<file path="config.mk">
export PLATFORM = sky130hd
export DESIGN_NAME = regfile_mp
export DESIGN_NICKNAME = d
export VERILOG_FILES = /design/src/rtl/regfile_mp.sv
export SDC_FILE = /design/constraint.sdc
export NUM_CORES = 2
export LEC_CHECK = 0
export BUFFER_PORTS_ARGS = -buffer_cell sky130_fd_sc_hd__buf_2
export CAP_MARGIN = 20
export CORE_MARGIN = 3
export CORE_UTILIZATION = 40
export CTS_CLUSTER_DIAMETER = 60
export DETAILED_ROUTE_END_ITERATION = 8
export PLACE_DENSITY = 0.59
export SETUP_SLACK_MARGIN = 0.02
export SYNTH_ARGS = -nofsm -noshare
export SYNTH_HDL_FRONTEND = slang
export SYNTH_SLANG_ARGS = --single-unit
</file>
<file path="constraint.sdc">
create_clock -name clk -period 4 [get_ports clk]
set_clock_uncertainty 0.05 [all_clocks]
set_input_delay 0.2 -clock clk [delete_from_list [all_inputs] [get_ports clk]]
set_output_delay 0.2 -clock clk [all_outputs]
set_load 0.005 [all_outputs]
</file>
<file path="src/rtl/regfile_mp.sv">
// Register file: one write port, two combinational read ports, optional hardwired x0, post-reset clear sequencer.
// Optional macro REGFILE_BYPASS_EN: same-cycle write-to-read forwarding in RUN.
module regfile_mp #(
    parameter int XLEN     = 32,
    parameter int NREG     = 32,
    parameter int ZERO_REG = 1,
    localparam int AW      = $clog2(NREG)
) (
    input  logic            clk,
    input  logic            rst,
    input  logic            w_en,
    input  logic [AW-1:0]   rd,
    input  logic [XLEN-1:0] w_data,
    input  logic [AW-1:0]   rs1,
    input  logic [AW-1:0]   rs2,
    output logic [XLEN-1:0] rd_data1,
    output logic [XLEN-1:0] rd_data2,
    output logic            busy
);

    typedef enum logic {CLEAR, RUN} state_t;

    state_t                     state, state_nxt;
    logic [AW-1:0]              clr_idx, clr_idx_nxt;
    logic [NREG-1:0][XLEN-1:0]  regs;
    logic                       clr_we;
    logic                       wr_ok;

    always_ff @(posedge clk) begin
        if (rst) begin
            state   <= CLEAR;
            clr_idx <= '0;
        end else begin
            state   <= state_nxt;
            clr_idx <= clr_idx_nxt;
        end
    end

    // clr_idx wraps to 0 on the last entry since NREG is a power of two
    always_comb begin
        state_nxt   = state;
        clr_idx_nxt = clr_idx;
        if (state == CLEAR) begin
            clr_idx_nxt = clr_idx + AW'(1);
            if (clr_idx == AW'(NREG - 1))
                state_nxt = RUN;
        end
    end

    always_comb begin
        busy   = (state == CLEAR);
        clr_we = (state == CLEAR);
        wr_ok  = (state == RUN) && w_en && ((ZERO_REG == 0) || (rd != '0));
    end

    // Array holds its contents through reset; the clear sequence defines it afterwards
    always_ff @(posedge clk) begin
        if (!rst) begin
            if (clr_we)
                regs[clr_idx] <= '0;
            else if (wr_ok)
                regs[rd] <= w_data;
        end
    end

    function automatic logic [XLEN-1:0] read_port(input logic [AW-1:0] idx);
        logic [XLEN-1:0] val;
        if (busy || ((ZERO_REG != 0) && (idx == '0)))
            val = '0;
`ifdef REGFILE_BYPASS_EN
        else if (wr_ok && (idx == rd))
            val = w_data;
`else
`endif
        else
            val = regs[idx];
        return val;
    endfunction

    always_comb begin
        rd_data1 = read_port(rs1);
        rd_data2 = read_port(rs2);
    end

endmodule

</file>
# Word-level counts from Yosys, hierarchy flattened
# Cells that the tools add are included.
# Widths: inputs -> output; s select.
[op_classes] magnitude_cmp=6 add_sub_neg=1 bitwise_logic=4 reduce_logical=10 n_eq_ne=2 muxes=15
[op_table] cell="$mux 1024" count=2
[op_table] cell="$and 1024x1024->1024" count=1
[op_table] cell="$bwmux 1024" count=1
[op_table] cell="$not 1024->1024" count=1
[op_table] cell="$bmux 32 s5" count=2
[op_table] cell="$demux 32 s5" count=2
[op_table] cell="$mux 32" count=6
[op_table] cell="$lt 5x6->1 const B" count=4
[op_table] cell="$ge 5x1->1 const B" count=2
[op_table] cell="$logic_not 5->1" count=2
[op_table] cell="$add 5x1->5 const B" count=1
[op_table] cell="$eq 5x5->1 const B" count=1
[op_table] cell="$reduce_bool 5->1" count=1
[op_table] cell="$logic_and 1x1->1" count=4
[op_table] cell="$logic_or 1x1->1" count=2
[op_table] cell="$mux 1" count=2
[op_table] cell="$ne 2x1->1 const B" count=1
[op_table] cell="$not 1->1" count=2
[op_table] cell="$reduce_and 2->1" count=1
[totals] wordCells=72 out_inout_bits=65 register_bits=1030 inputBits=50

# Depth between registers and ports, before layout
[depth] depth_word=7 mapped_depth=8 ltp_nobuf=6

# Worst setup path before layout
# Ideal clock, no wire load.
[synth_path] kind="input-to-reg" startpoint="in rd[2]" endpoint="reg regs[100] (netlist bit) (enable)" setup_time_ns=0.432 t_required_ns=3.518 n_path_buf=1 arrival_time_ns=2.613 stages=5 setup_slack_ns=0.905 path_cell_list="or3_1 > nor2_1 > inv_1 > clkbuf_1 > a21oi_1"
[synth_between] elab_chain_cells=4
[synth_rtl] element="start: declaration" line="12" rtl="input logic [AW-1:0] rd,"
[synth_rtl] element="$reduce_bool 5->1" line="53" rtl="wr_ok = (state == RUN) && w_en && ((ZERO_REG == 0) || (rd != '0));"
[synth_rtl] element="$logic_and 1x1->1" line="53"
[synth_rtl] element="$ne 2x1->1 (no source line)"
[synth_rtl] element="$reduce_and 2->1 (no source line)"
[synth_rtl] element="end signal: indexed assignment" line="62" rtl="regs[rd] <= w_data;"
[synth_rtl] element="end: declaration" line="25" rtl="logic [NREG-1:0][XLEN-1:0] regs;"
# No other way between the ends.
# A chain may end at the register's enable or synchronous reset.

# Worst setup path in the final report
[layout_path] startpoint="reg state" endpoint="out rd_data1[22]"
[layout_between] elab_chain_cells=3
[layout_rtl] element="start: declaration" line="23" rtl="state_t state, state_nxt;"
[layout_rtl] element="start signal: assignment" line="34" rtl="state <= state_nxt;"
[layout_rtl] element="$not 1->1"
[layout_rtl] element="$logic_or 1x1->1" line="68" rtl="if (busy || ((ZERO_REG != 0) && (idx == '0)))"
[layout_rtl] element="$mux 32" line="68"
[layout_rtl] element="end: declaration" line="16" rtl="output logic [XLEN-1:0] rd_data1,"
# No other way between the ends.

==> impl_metrics.csv <==
group,metric,value,unit
sta,tns,0,ns
clock_tree,cts_tree,"built",
detailed_routing,drt_iter0_markers,8206,
critical_path,crit_path_start,"state",
power,ir_drop,0.399,mV
critical_path,reg2reg_slack,1.12,ns
sta,rsz0062_at_grt,"no",
critical_path,start_kind,"register",
clock_tree,clk_pin_slew,0.07,ns
layout,syn_to_final_growth,13.4,%
clock_tree,htreeDepth,3,
clock_tree,clock-sinks,1030,
critical_path,arrival,3.67,ns
global_route,grt_use_total,32.5,%
die,die_h,389,µm
yosys,synthFlopType,"edfxtp_1",
critical_path,r2r_start,"clr_idx[0]",
sta,setup_viol,0,
clock_tree,root_buffer,"clkbuf_16",
critical_path,cp_cell_sequence,"nor3b_4 -> buf_4 -> and2_1 -> buf_4 -> a21oi_1 -> buf_4 -> nand4_1 -> buf_2",
detailed_routing,drtAntennaViolNets,0,
critical_path,cp_common_cell,"buf_4",
die,initial_utilization,40.3,%
die,rows,140,
yosys,ys_ff_latch,1030,
min_path,hp-class,"in2reg",
layout,nets,5236,
critical_path,critical_path.max_fanout,33,
sta,drv_slew,0,
detailed_routing,dr_total_vias,49100,
die,io_pins,115,
detailed_routing,drt_first_pass_iters,7,
yosys,synthCells,5194,
die,fp.dieW,389,µm
power,p_leak,0.0259,µW
clock_tree,clock_path_buffers,3,
yosys,yosysUniqueCellTypes,43,
critical_path,crit_slowest_cell,"dfxtp_4",
critical_path,crit_type,"reg2out",
detailed_routing,wl_per_cell,35.2,µm
yosys,synth_top_family_by_area,"multiplexers",
critical_path,cp-endpoint,"rd_data1[22]",
detailed_routing,drc,0,
critical_path,worstPathRequired,3.75,ns
layout,nFillCells,13500,
yosys,synthAdderAreaFrac,0.106,%
yosys,syn_area_per_cell,11.3,µm²
detailed_routing,via_per_inst,6.81,
layout,layout-drive-gt1-share,16.1,%
sta,tightest_slew,1.14,ns
global_route,grt_pass1_wl,355000,µm
global_route,grt_pass1_vias,45900,
yosys,yosysWarningCount,0,
placement,port_buffers,114,
sta,whs,-0.0201,ns
yosys,synth-seq-area-share,52.5,%
critical_path,worstReg2RegEnd,"regs[313]",
die,fp.dieArea,152000,µm²
placement,dpl-instance-area,62600,µm²
critical_path,cpPeakStageDelay,0.71,ns
die,core_area,146000,µm²
sta,timing.final.crit_share,97.9,%
yosys,netlist_area,58800,µm²
yosys,syn-num-nets,5249,
clock_tree,cts_buffers,117,
placement,finalWeightedCongestion,0.951,
detailed_routing,routed_wl,254000,µm
sta,fmax,255,MHz
critical_path,cp-end-kind,"output port",
global_route,grt-ovfl-total,0,
yosys,synth.area.mux_share,18.4,%
critical_path,reg2reg_depth,5,
yosys,async_flop_share,0,%
global_route,antenna_found_initial,22,
layout,design_area,66700,µm²
layout,regArea,30900,µm²
clock_tree,clk-insertion-delay-late,0.73,ns
placement,dp_hpwl,162000,µm
yosys,synthSimpleGateAreaFrac,9.50,%
sta,hold_violations,3,
status,failed_checks,"negative hold slack",
power,power_density,410,nW/µm²
layout,multi_input_area,26400,µm²
status,status,"finished, violations left",
sta,period_minus_slack,3.92,ns
yosys,synthXorXnorAreaFrac,0.0447,%
yosys,synth_compound_area_share,15.3,%
yosys,synth-edff-count,1024,
sta,max-slew-margin-rel,23.9,%
run,cap_violations,0,
global_route,grt_max_degree,106,
## how the worst min path moves through the flow
stage | endpoint | startpoint | slack [ns] | depth (start not counted)
2_1_floorplan | clr_idx[1] | rst | 0.43 | 2
3_3_place_gp | regs[431] | regs[431] | 0.50 | 2
3_5_place_dp | regs[32] | regs[32] | 0.51 | 2
4_1_cts | regs[140] | w_data[12] | 0.003 | 4
5_1_grt | regs[33] | w_data[1] | 0.02 | 3
6_report | regs[33] | w_data[1] | -0.02 | 3
## cell usage after synthesis, types with 53 or more instances
master | number | area share (%)
edfxtp_1 | 1024 | 52
nand2_1 | 948 | 6.1
o21ai_0 | 755 | 6.4
mux2i_1 | 594 | 10
a22oi_1 | 321 | 4.1
clkbuf_1 | 300 | 1.9
mux4_2 | 216 | 8.3
a22o_1 | 160 | 2.4
nand3_1 | 147 | 1.3
buf_2 | 135 | 1.1
a21oi_1 | 111 | 0.94
o21ai_1 | 110 | 0.94
nand4_1 | 67 | 0.71
nor2_1 | 53 | 0.34
## metal layers
layer / GRT usage, % / vias up / wire (µm)
met5: 0 / - / 82
met4: 16.5 / 12 / 14400
met3: 12.2 / 723 / 38100
met2: 46.2 / 4003 / 106000
met1: 43.3 / 24400 / 94700
li1: - / 19900 / -
## cell type report
cell class              instances  share of cell area (%)
diodes                         10                  0.0375
clock buffers                 140                    4.52
clock inverters                79                    1.16
inverters                      28                   0.158
multi-input cells            3631                    39.6
flip-flops and latches       1030                    46.3
well taps                    1917                    3.60
repair buffers                373                    4.61
## worst max-delay path: cells and delay by family (launching register included)
family	cells	cell delay [ns]
AO/OA/AOI/OAI	1	0.16
buffers and inverters	4	1.25
AND/OR/NAND/NOR	3	0.73
flip-flops	1	0.71
## flip-flops by register name, summed over array words and instances (netlist names)
signal,flops
regs,1024
clr_idx,5
state,1
## placed cells by master (no fill, tap or decap), types with 110 or more instances in the layout
master     netlist  layout
clkbuf_16        0     117
nand3_1        147     146
buf_4           41     212
mux2i_1        594     594
mux4_2         216     216
edfxtp_1      1024    1024
a22oi_1        321     321
o21ai_0        755     755
nand2_1        948     948
a22o_1         160     160
o21ai_1        110     110
## report_power, final
part	leakage (µW)	switching [µW]	internal, µW
sequential	0.0101	534	12700
clock	0.00186	4870	6060
combinational	0.0139	1900	1230
total	0.0259	7300	20000
## cells by family after synthesis
logic type      Yosys count
flops                  1030
fa+ha+maj                 5
compound gates         1494
simple gates           1319
xor+xnor                  3
mux                     810
buf+inv                 533
## repair_timing
action | 4_1_cts | 5_1_grt
hold buffers | 12 | 0
setup buffers | 0 | 3
gates resized for setup | 0 | 0
endpoints found under the setup margin | 0 | 1
endpoints found under the hold margin | 73 | 0
## through the flow
stage | utilization (%) | cells | hold WS (ns) | total power [µW] | setup slack [ns]
after floorplan | - | 5194 | 0.432 | 15300 | 0.905
after global placement | 42.8 | 6957 | 0.500 | 16400 | 0.926
after detailed placement | 42.9 | 6959 | 0.514 | 16500 | 0.916
after CTS | 45.6 | 7190 | 0.00261 | 27200 | 0.0945
after global routing | 45.7 | 7200 | 0.0182 | 28000 | 0.0926
final | 45.7 | 7208 | -0.0201 | 27300 | 0.0836
Power figures use the tool's default switching activity.
